===== config.mk =====
export PLATFORM = sky130hd
export DESIGN_NAME = dvp_pattern_tx
export DESIGN_NICKNAME = d
export VERILOG_FILES = /design/src/rtl/dvp_pattern_tx_pkg.sv /design/src/rtl/dvp_pattern_gen.sv /design/src/rtl/dvp_pattern_tx.sv
export SDC_FILE = /design/constraint.sdc
export NUM_CORES = 1
export LEC_CHECK = 0
export CORE_ASPECT_RATIO = 1.4
export CORE_MARGIN = 10
export CORE_UTILIZATION = 57
export DETAILED_ROUTE_END_ITERATION = 8
export GPL_TIMING_DRIVEN = 0
export PLACE_DENSITY = 0.9
export SYNTH_ARGS = -nofsm -noshare
export SYNTH_HDL_FRONTEND = slang
export SYNTH_HIERARCHICAL = 1
export SYNTH_SLANG_ARGS = --single-unit

===== constraint.sdc =====
create_clock -name clk -period 4.31 [get_ports clk]
set_clock_uncertainty 0.2 [all_clocks]
set_input_delay 0.862 -clock clk [delete_from_list [all_inputs] [get_ports clk]]
set_output_delay 0.862 -clock clk [all_outputs]
set_load 0.1 [all_outputs]

===== src/rtl/dvp_pattern_tx_pkg.sv =====
// dvp_pattern_tx_pkg: mode encodings, bar colours and FSM states for the DVP pattern transmitter
package dvp_pattern_tx_pkg;
  localparam logic [1:0] MODE_BARS = 2'd0;
  localparam logic [1:0] MODE_GRAD = 2'd1;
  localparam logic [1:0] MODE_SOLID = 2'd2;
  // index 0 is the leftmost bar
  localparam logic [7:0][15:0] BAR_RGB = {
    16'h0000, 16'h001F, 16'hF800, 16'hF81F, 16'h07E0, 16'h07FF, 16'hFFE0, 16'hFFFF
  };
  typedef enum logic [2:0] {S_IDLE, S_VSYNC, S_VBACK, S_ACTIVE, S_VFRONT} state_t;
  function automatic int max4(input int a, input int b, input int c, input int d);
    int m;
    m = a > b ? a : b;
    m = c > m ? c : m;
    return d > m ? d : m;
  endfunction
endpackage


===== src/rtl/dvp_pattern_gen.sv =====
// dvp_pattern_gen: combinational RGB565 test-pattern pixel for a given position and latched mode
module dvp_pattern_gen
  import dvp_pattern_tx_pkg::*;
(
  input  logic [2:0]  bar,
  input  logic [7:0]  x,
  input  logic [7:0]  y,
  input  logic [7:0]  fcnt,
  input  logic [1:0]  mode,
  input  logic [15:0] solid,
  output logic [15:0] rgb
);
  always_comb rgb = mode >= MODE_SOLID ? solid : mode == MODE_GRAD ? {x + fcnt, y} : BAR_RGB[bar];
endmodule


===== src/rtl/dvp_pattern_tx.sv =====
// dvp_pattern_tx: OV5640-style 8-bit DVP frame generator driven by an internal RGB565 test pattern
module dvp_pattern_tx
  import dvp_pattern_tx_pkg::*;
#(
  parameter int H_ACTIVE    = 800,
  parameter int H_BLANK     = 64,
  parameter int V_ACTIVE    = 480,
  parameter int VSYNC_LINES = 2,
  parameter int V_BACK      = 8,
  parameter int V_FRONT     = 4
) (
  input  logic        clk,
  input  logic        rst,
  input  logic        enable,
  input  logic [1:0]  mode,
  input  logic [15:0] solid_rgb,
  output logic        vsync,
  output logic        href,
  output logic [7:0]  db,
  output logic        frame_start,
  output logic [15:0] frame_cnt
);
  localparam int LINE_LEN = 2 * H_ACTIVE + H_BLANK;
  localparam int BCW = $clog2(LINE_LEN);
  localparam int LCW = $clog2(max4(VSYNC_LINES, V_BACK, V_ACTIVE, V_FRONT)) + 1;
  localparam int BW = H_ACTIVE / 8 > 0 ? H_ACTIVE / 8 : 1;
  localparam int RW = $clog2(BW) + 1;
  state_t state, state_n, after;
  logic [BCW-1:0] bcnt, bcnt_n;
  logic [LCW-1:0] lcnt, lcnt_n, span;
  logic [2:0] bar, bar_n;
  logic [RW-1:0] brem, brem_n;
  logic [1:0] mode_l;
  logic [15:0] solid_l, pix;
  logic line_end, last_line, start, href_n;
  // Outputs are registered from next-state values so they line up with the counters.
  always_comb begin
    line_end = bcnt == BCW'(LINE_LEN - 1);
    span = state == S_VSYNC ? LCW'(VSYNC_LINES) : state == S_VBACK ? LCW'(V_BACK) :
           state == S_ACTIVE ? LCW'(V_ACTIVE) : LCW'(V_FRONT);
    last_line = line_end && lcnt == span - 1'b1;
    after = state == S_VSYNC ? (V_BACK > 0 ? S_VBACK : S_ACTIVE) :
            state == S_VBACK ? S_ACTIVE :
            state == S_ACTIVE && V_FRONT > 0 ? S_VFRONT :
            enable ? S_VSYNC : S_IDLE;
    state_n = state == S_IDLE ? (enable ? S_VSYNC : S_IDLE) : last_line ? after : state;
    bcnt_n = state == S_IDLE || line_end ? '0 : bcnt + 1'b1;
    lcnt_n = state == S_IDLE || last_line ? '0 : line_end ? lcnt + 1'b1 : lcnt;
    start = state_n == S_VSYNC && state != S_VSYNC;
    href_n = state_n == S_ACTIVE && {1'b0, bcnt_n} < (BCW + 1)'(2 * H_ACTIVE);
    bar_n = bcnt_n == '0 ? '0 : bcnt_n[0] || brem != '0 || bar == 3'd7 ? bar : bar + 3'd1;
    brem_n = bcnt_n == '0 ? RW'(BW - 1) : bcnt_n[0] ? brem : brem == '0 ? RW'(BW - 1) : brem - 1'b1;
  end
  dvp_pattern_gen u_gen (
    .bar  (bar_n),
    .x    (8'(bcnt_n >> 1)),
    .y    (8'(lcnt_n)),
    .fcnt (frame_cnt[7:0]),
    .mode (mode_l),
    .solid(solid_l),
    .rgb  (pix)
  );
  always_ff @(posedge clk) begin
    if (rst) begin
      state       <= S_IDLE;
      bcnt        <= '0;
      lcnt        <= '0;
      bar         <= '0;
      brem        <= '0;
      mode_l      <= MODE_BARS;
      solid_l     <= '0;
      vsync       <= 1'b0;
      href        <= 1'b0;
      db          <= 8'h00;
      frame_start <= 1'b0;
      frame_cnt   <= '0;
    end else begin
      state       <= state_n;
      bcnt        <= bcnt_n;
      lcnt        <= lcnt_n;
      bar         <= bar_n;
      brem        <= brem_n;
      mode_l      <= start ? mode : mode_l;
      solid_l     <= start ? solid_rgb : solid_l;
      vsync       <= state_n == S_VSYNC;
      href        <= href_n;
      db          <= href_n ? (bcnt_n[0] ? pix[7:0] : pix[15:8]) : 8'h00;
      frame_start <= start;
      frame_cnt   <= frame_cnt + 16'(start);
    end
  end
endmodule

# Word level (Yosys, flattened, before mapping)
# Memories as Yosys holds them, arrays and structs flattened.
# Index checks and enable logic that the tools add are counted.
dict set report classes {
  add_sub_neg 7
  order_cmp 3
  eq_ne 11
  mux 21
  bitwise 1
  reduce_logical 14
}
# operator n
set ops {}
lappend ops {{two-way mux 16 bit} 3}
lappend ops {{two-way mux 8 bit} 4}
lappend ops {{two-way mux 9 bit} 3}
lappend ops {{two-way mux 3 bit} 7}
lappend ops {{adder 16 x 1 -> 16 bit} 1}
lappend ops {{two-way mux 7 bit} 2}
lappend ops {{adder 11 x 1 -> 11 bit (second input constant)} 1}
lappend ops {{equality test 11 bit (second input constant)} 1}
lappend ops {{zero test 11 bit} 1}
lappend ops {{< comparator 11 bit (second input constant)} 1}
lappend ops {{two-way mux 11 bit} 1}
lappend ops {{adder 10 x 1 -> 10 bit (second input constant)} 1}
lappend ops {{equality test 10 bit} 1}
lappend ops {{subtractor 9 x 1 -> 10 bit (second input constant)} 1}
lappend ops {{equality test 3 x 2 -> 1 bit (second input constant)} 3}
lappend ops {{adder 8 bit} 1}
lappend ops {{zero test 8 bit} 1}
lappend ops {{nonzero test 8 bit} 1}
lappend ops {{subtractor 8 x 1 -> 8 bit (second input constant)} 1}
lappend ops {{equality test 3 x 1 -> 1 bit (second input constant)} 2}
lappend ops {{OR reduction 2 bit} 3}
lappend ops {{logical OR 1 bit} 4}
lappend ops {{< comparator 3 x 4 -> 1 bit (second input constant)} 1}
lappend ops {{adder 3 x 1 -> 3 bit (second input constant)} 1}
lappend ops {{9 further kinds} 11}
dict set report totals {
  ff_bits 80
  mem_bits_ro 128
  out_inout_bits 27
  elab_cells 72
  n_memories 1
}
# memory words width rd rd_ports_with_merged_regs wr line_no
set memory_table {}
lappend memory_table {{(no name shown)} 8 16 1 0 0 dvp_pattern_gen.sv:13} ;# always_comb rgb = mode >= MODE_SOLID ? solid : mode == MODE_GRAD ? {x + fcnt, y} : BAR_RGB[bar];

# Depth between registers and ports, before layout
dict set report depth {
  word_depth 13
  ltp_mapped 19
}

# Hierarchy
# The synthesis kept the hierarchy.
# module n_inst cells_per_inst area_each_um2 seq_area_each_um2
set by_module_without_submodules {}
lappend by_module_without_submodules {dvp_pattern_tx 1 460 3868.7 1601.5}
lappend by_module_without_submodules {dvp_pattern_gen 1 104 630.6 0.0}

# Worst setup path before layout
# No wires, ideal clock.
dict set report synth_path {
  path_kind {register -> register}
  start {register state[1]}
  end {register frame_cnt[6]}
  setup_ns 0.067
  arrival_ns 3.694
  t_required_ns 4.043
  slack_ns 0.349
  stages_incl_launch_ff 20
  n_path_buf 3
  period_less_slack_ns 3.961
  cell_sequence {dfxtp_1 -> clkbuf_1 -> inv_1 -> nor3_1 -> inv_1 -> ha_1 -> or4_1 -> a21oi_2 -> o2111ai_1 -> o21ai_2 -> buf_2 -> nand2_1 -> inv_1 -> ha_1 -> ha_1 -> and2_1 -> clkbuf_1 -> nand4_1 -> xor2_1 -> nor2_1}
}
dict set report synth_between {
  elab_chain_len 12
  elab_cells_between_ends 19
  classes_between {add/sub: 2; eq/ne: 6; mux: 8; reduce/logical: 3}
}
# item line_no
set synth_lines {}
lappend synth_lines {{start: declaration} dvp_pattern_tx.sv:28} ;# state_t state, state_n, after;
lappend synth_lines {{start signal: assignment} dvp_pattern_tx.sv:78} ;# state <= state_n;
lappend synth_lines {{equality test 3 x 2 -> 1 bit} {dvp_pattern_tx.sv:40, dvp_pattern_tx.sv:44}}
lappend synth_lines {{two-way mux 9 bit} dvp_pattern_tx.sv:40} ;# state == S_ACTIVE ? LCW'(V_ACTIVE) : LCW'(V_FRONT);
lappend synth_lines {{two-way mux 9 bit (2 in a row)} dvp_pattern_tx.sv:39} ;# span = state == S_VSYNC ? LCW'(VSYNC_LINES) : state == S_VBACK ? LCW'(V_BACK) :
lappend synth_lines {{subtractor 9 x 1 -> 10 bit} dvp_pattern_tx.sv:41} ;# last_line = line_end && lcnt == span - 1'b1;
lappend synth_lines {{equality test 10 bit} dvp_pattern_tx.sv:41}
lappend synth_lines {{logical AND 1 bit} dvp_pattern_tx.sv:41}
lappend synth_lines {{two-way mux 3 bit (2 in a row)} dvp_pattern_tx.sv:46} ;# state_n = state == S_IDLE ? (enable ? S_VSYNC : S_IDLE) : last_line ? after : state;
lappend synth_lines {{equality test 3 x 1 -> 1 bit} dvp_pattern_tx.sv:49} ;# start = state_n == S_VSYNC && state != S_VSYNC;
lappend synth_lines {{logical AND 1 bit *} dvp_pattern_tx.sv:49}
lappend synth_lines {{named net start} dvp_pattern_tx.sv:35} ;# logic line_end, last_line, start, href_n;
lappend synth_lines {{adder 16 x 1 -> 16 bit *} dvp_pattern_tx.sv:89} ;# frame_cnt <= frame_cnt + 16'(start);
lappend synth_lines {{end signal: assignment} dvp_pattern_tx.sv:89}
lappend synth_lines {{end: declaration} dvp_pattern_tx.sv:21} ;# output logic [15:0] frame_cnt
# The timed path passes the listed nets; every way through them passes the cells marked *.
# A chain may end at the register's enable or synchronous reset.

# Final worst setup path
dict set report layout_path {
  start {register state[1]}
  end {register frame_cnt[14]}
}
# The elaborated chain is that of the path after synthesis.

==> flow_summary.yaml <==
outcome:
  outcome: "finished, final reports clean"
grt:
  grt_first_pass_wirelength_um: 19800
  grt_overflow: 0
  grtUsageTotal_pct: 20.3
  antenna_found_initial: 0
  grt_pass1_vias: 4189
  grt_max_degree: 13
critical_path:
  crit_path_start_kind: "flop"
  path_max_fanout: 10
  crit_chain: "inv_1 > nor3_2 > inv_1 > ha_1 > or4_1 > a21oi_2 > o2111ai_2 > o21ai_4 > buf_2 > nand2_1 > inv_1 > ha_1 > ha_1 > and2_1 > nand4_1 > xor2_1 > nor2_1"
  crit_path_top_delay_cell: "dfxtp_2"
  worstPathRequired_ns: 4.36
  crit_path_end_kind: "flop"
  cp.arrival_ns: 4.09
  reg2reg_setup_slack_ns: 0.27
  critPathKind: "flop to flop"
  path_buf_inv: 4
  crit_family: "simple AND/OR/NAND/NOR gates"
  cp_slowest_stage_delay_ns: 0.42
sta:
  setup_ws_ns: 0.267
  slew_headroom_pct: 33.0
  timing.final.crit_share_pct: 93.8
  setup_viol: 0
  clock.fmax_ghz: 0.247
  hold_violations: 0
  worstMarginPinSlew_ns: 1.00
  rsz0062_at_grt: "no"
  min_period_ns: 4.04
  drv_slew: 0
clock_network:
  numCtsBuffers: 9
  cts_sinks: 80
  cts_buffer_depth: 2
  root_buffer: "clkbuf_8"
  htreeDepth: 3
  cts_tree: "yes"
  clk_latency_ns: 0.37
  path_clk_slew_ns: 0.08
die:
  rows: 38
  start_util_pct: 58.4
  fp.coreArea_mm2: 0.00770
  dieArea_mm2: 0.0119
  die_w_um: 95.1
  fp.dieH_um: 125
  top_level_ports: 48
drt:
  wl_met2_um: 6050
  wl_met1_um: 4720
  routed_wl_um: 12000
  top_layer: "met4"
  dr.pass1.iters: 5
  drcViolationCount: 0
  viasPerCell: 6.04
  wl_met3_um: 779
  final_antenna_net_count: 0
  routedWlPerCell_um: 16.6
  drt-initial-drc-count: 334
  vias: 4380
logic_synthesis:
  yosysTopAreaCell: "dfxtp_1"
  ys.flop_type: "dfxtp_1"
  yosys.area_share.simple_pct: 27.0
  synth_cells: 564
  synth-async-reset-ratio_pct: 0
  synth.cell_area_mm2: 0.00450
  synth_compound_area_share_pct: 18.0
  synth_xor_area_share_pct: 7.79
  yosys.cell_types.count: 61
  synthAdderAreaFrac_pct: 4.62
  yosysMostFrequentCell: "dfxtp_1"
  ys_top_cells_by_count: "dfxtp_1 (80), nor2_1 (67), nand2_1 (49)"
  synth.avg_cell_area_um2: 7.98
  synthMuxAreaShare_pct: 1.89
  yosys_warnings: 6
  ys_ff_latch: 80
  syn_nets: 601
  synth_top_area_share_pct: 35.6
  synth_top_family_by_area: "simple AND/OR/NAND/NOR gates"
  ys_seq_area_share_pct: 35.6
  synth_area_leaders: "dfxtp_1 (36%), nor2_1 (5.6%), xor2_1 (4.9%)"
  synth_edf_count: 0
placed_design:
  placedCellCount: 710
  place.gp.congestion: 0.913
  pre_cts_ws_ns: -0.306
  io_buffers: 46
  hpwl_um: 8850
final_layout:
  fin_nets: 657
  final_cells: 725
  multi_input_area_mm2: 0.00270
  syn_to_final_growth_pct: 18.6
  drive_above_1_share_pct: 9.12
  diodes: 0
  regArea_mm2: 0.00160
  fillers: 605
power:
  power_uw: 1650
  power_density_mw_per_mm2: 309
  p_leak_uw: 0.00195
  irDropWorstVdd_mv: 0.235
worst_hold_path:
  worstHoldPathType: "flop to flop"
job:
  drv_cap: 0
==> state kept, by name, indices dropped and copies added, names as in the netlist <==
signal and flops:
frame_cnt 16, solid_l 16, bcnt 11, lcnt 10, brem 8, db 8
bar 3, state 3, mode_l 2, frame_start 1, href 1, vsync 1
==> routing by layer <==
metal | track usage, % | vias to the layer above
met3 | 5.75 | 40
met1 | 22.0 | 2052
li1 | - | 2091
met2 | 35.0 | 197
met4 | 9.36 | 0
met5 | 0 | -
==> layout make-up <==
type | count | area share (%)
well taps | 100 | 2.34
plain buffers | 33 | 2.84
flip-flops and latches | 80 | 30.0
clock buffers | 14 | 3.42
clock inverters | 2 | 0.657
inverters | 18 | 1.27
repair buffers | 48 | 8.91
multi-input cells | 430 | 50.5
==> worst paths after layout <==
kind | to | from | cells after the start
worst max-delay path | frame_cnt[14] | state[1] | 17
worst min-delay path | mode_l[0] | mode_l[0] | 2
worst min register to register | mode_l[0] | mode_l[0] | 2
worst max register to register | frame_cnt[14] | state[1] | 17
==> cells by family (layout without fill, tap and decap cells) <==
logic type | count (synthesis) | in the layout
AND/OR/NAND/NOR | 242 | 242
AO/OA/AOI/OAI | 124 | 124
flip-flops | 80 | 80
buffers and inverters | 54 | 115
XOR/XNOR | 40 | 40
adder cells (fa/ha/maj) | 16 | 16
multiplexers | 8 | 8
==> worst reg2reg max path, cell delays in order (launching register included) <==
cell       delay (ns)
dfxtp_2          0.42
inv_1            0.11
nor3_2           0.27
inv_1            0.07
ha_1             0.22
or4_1            0.42
a21oi_2          0.20
o2111ai_2        0.25
o21ai_4          0.25
buf_2            0.23
nand2_1          0.17
inv_1            0.10
ha_1             0.17
ha_1             0.19
and2_1           0.26
nand4_1          0.16
xor2_1           0.17
nor2_1           0.05
==> cell usage in the layout (no fill, tap or decap), drive strengths merged, types with 3 or more instances in the layout <==
cell / count
ha: 15
nand4: 9
o31ai: 3
nand2: 50
or3: 4
and2: 3
nor3: 33
o21ai: 45
o21a: 6
a21oi: 44
mux2i: 7
dfxtp: 80
clkdlybuf4s50: 46
nand3: 39
inv: 18
and3: 7
nor2b: 12
nor4: 5
xor2: 25
xnor2: 15
a2111oi: 8
nor2: 67
and4: 3
buf: 15
clkbuf: 34
a211oi: 3
==> stage by stage <==
stage	hold WS (ns)	utilization [%]	area, um2	TNS, ns
final	0.279	69.3	5340	0
after global routing	0.304	69.3	5340	0
after CTS	0.275	69.2	5330	0
after detailed placement	0.265	66.0	5080	-2.62
after global placement	0.261	66.0	5080	-1.01
after floorplan	0.250	-	4500	0
==> power breakdown <==
| part | switching (uW) | internal (uW) |
|---|---|---|
| Combinational | 179 | 93.8 |
| Sequential | 16.4 | 762 |
| Clock | 269 | 330 |
==> what timing repair did <==
item                       CTS  global route
resized for setup            3             4
pin swaps                    1             1
setup endpoints to repair   14            17
hold buffers                 0             0
gates cloned                 0             0
buffers inserted             1             1
No activity file was read; power rests on OpenSTA's default activity.
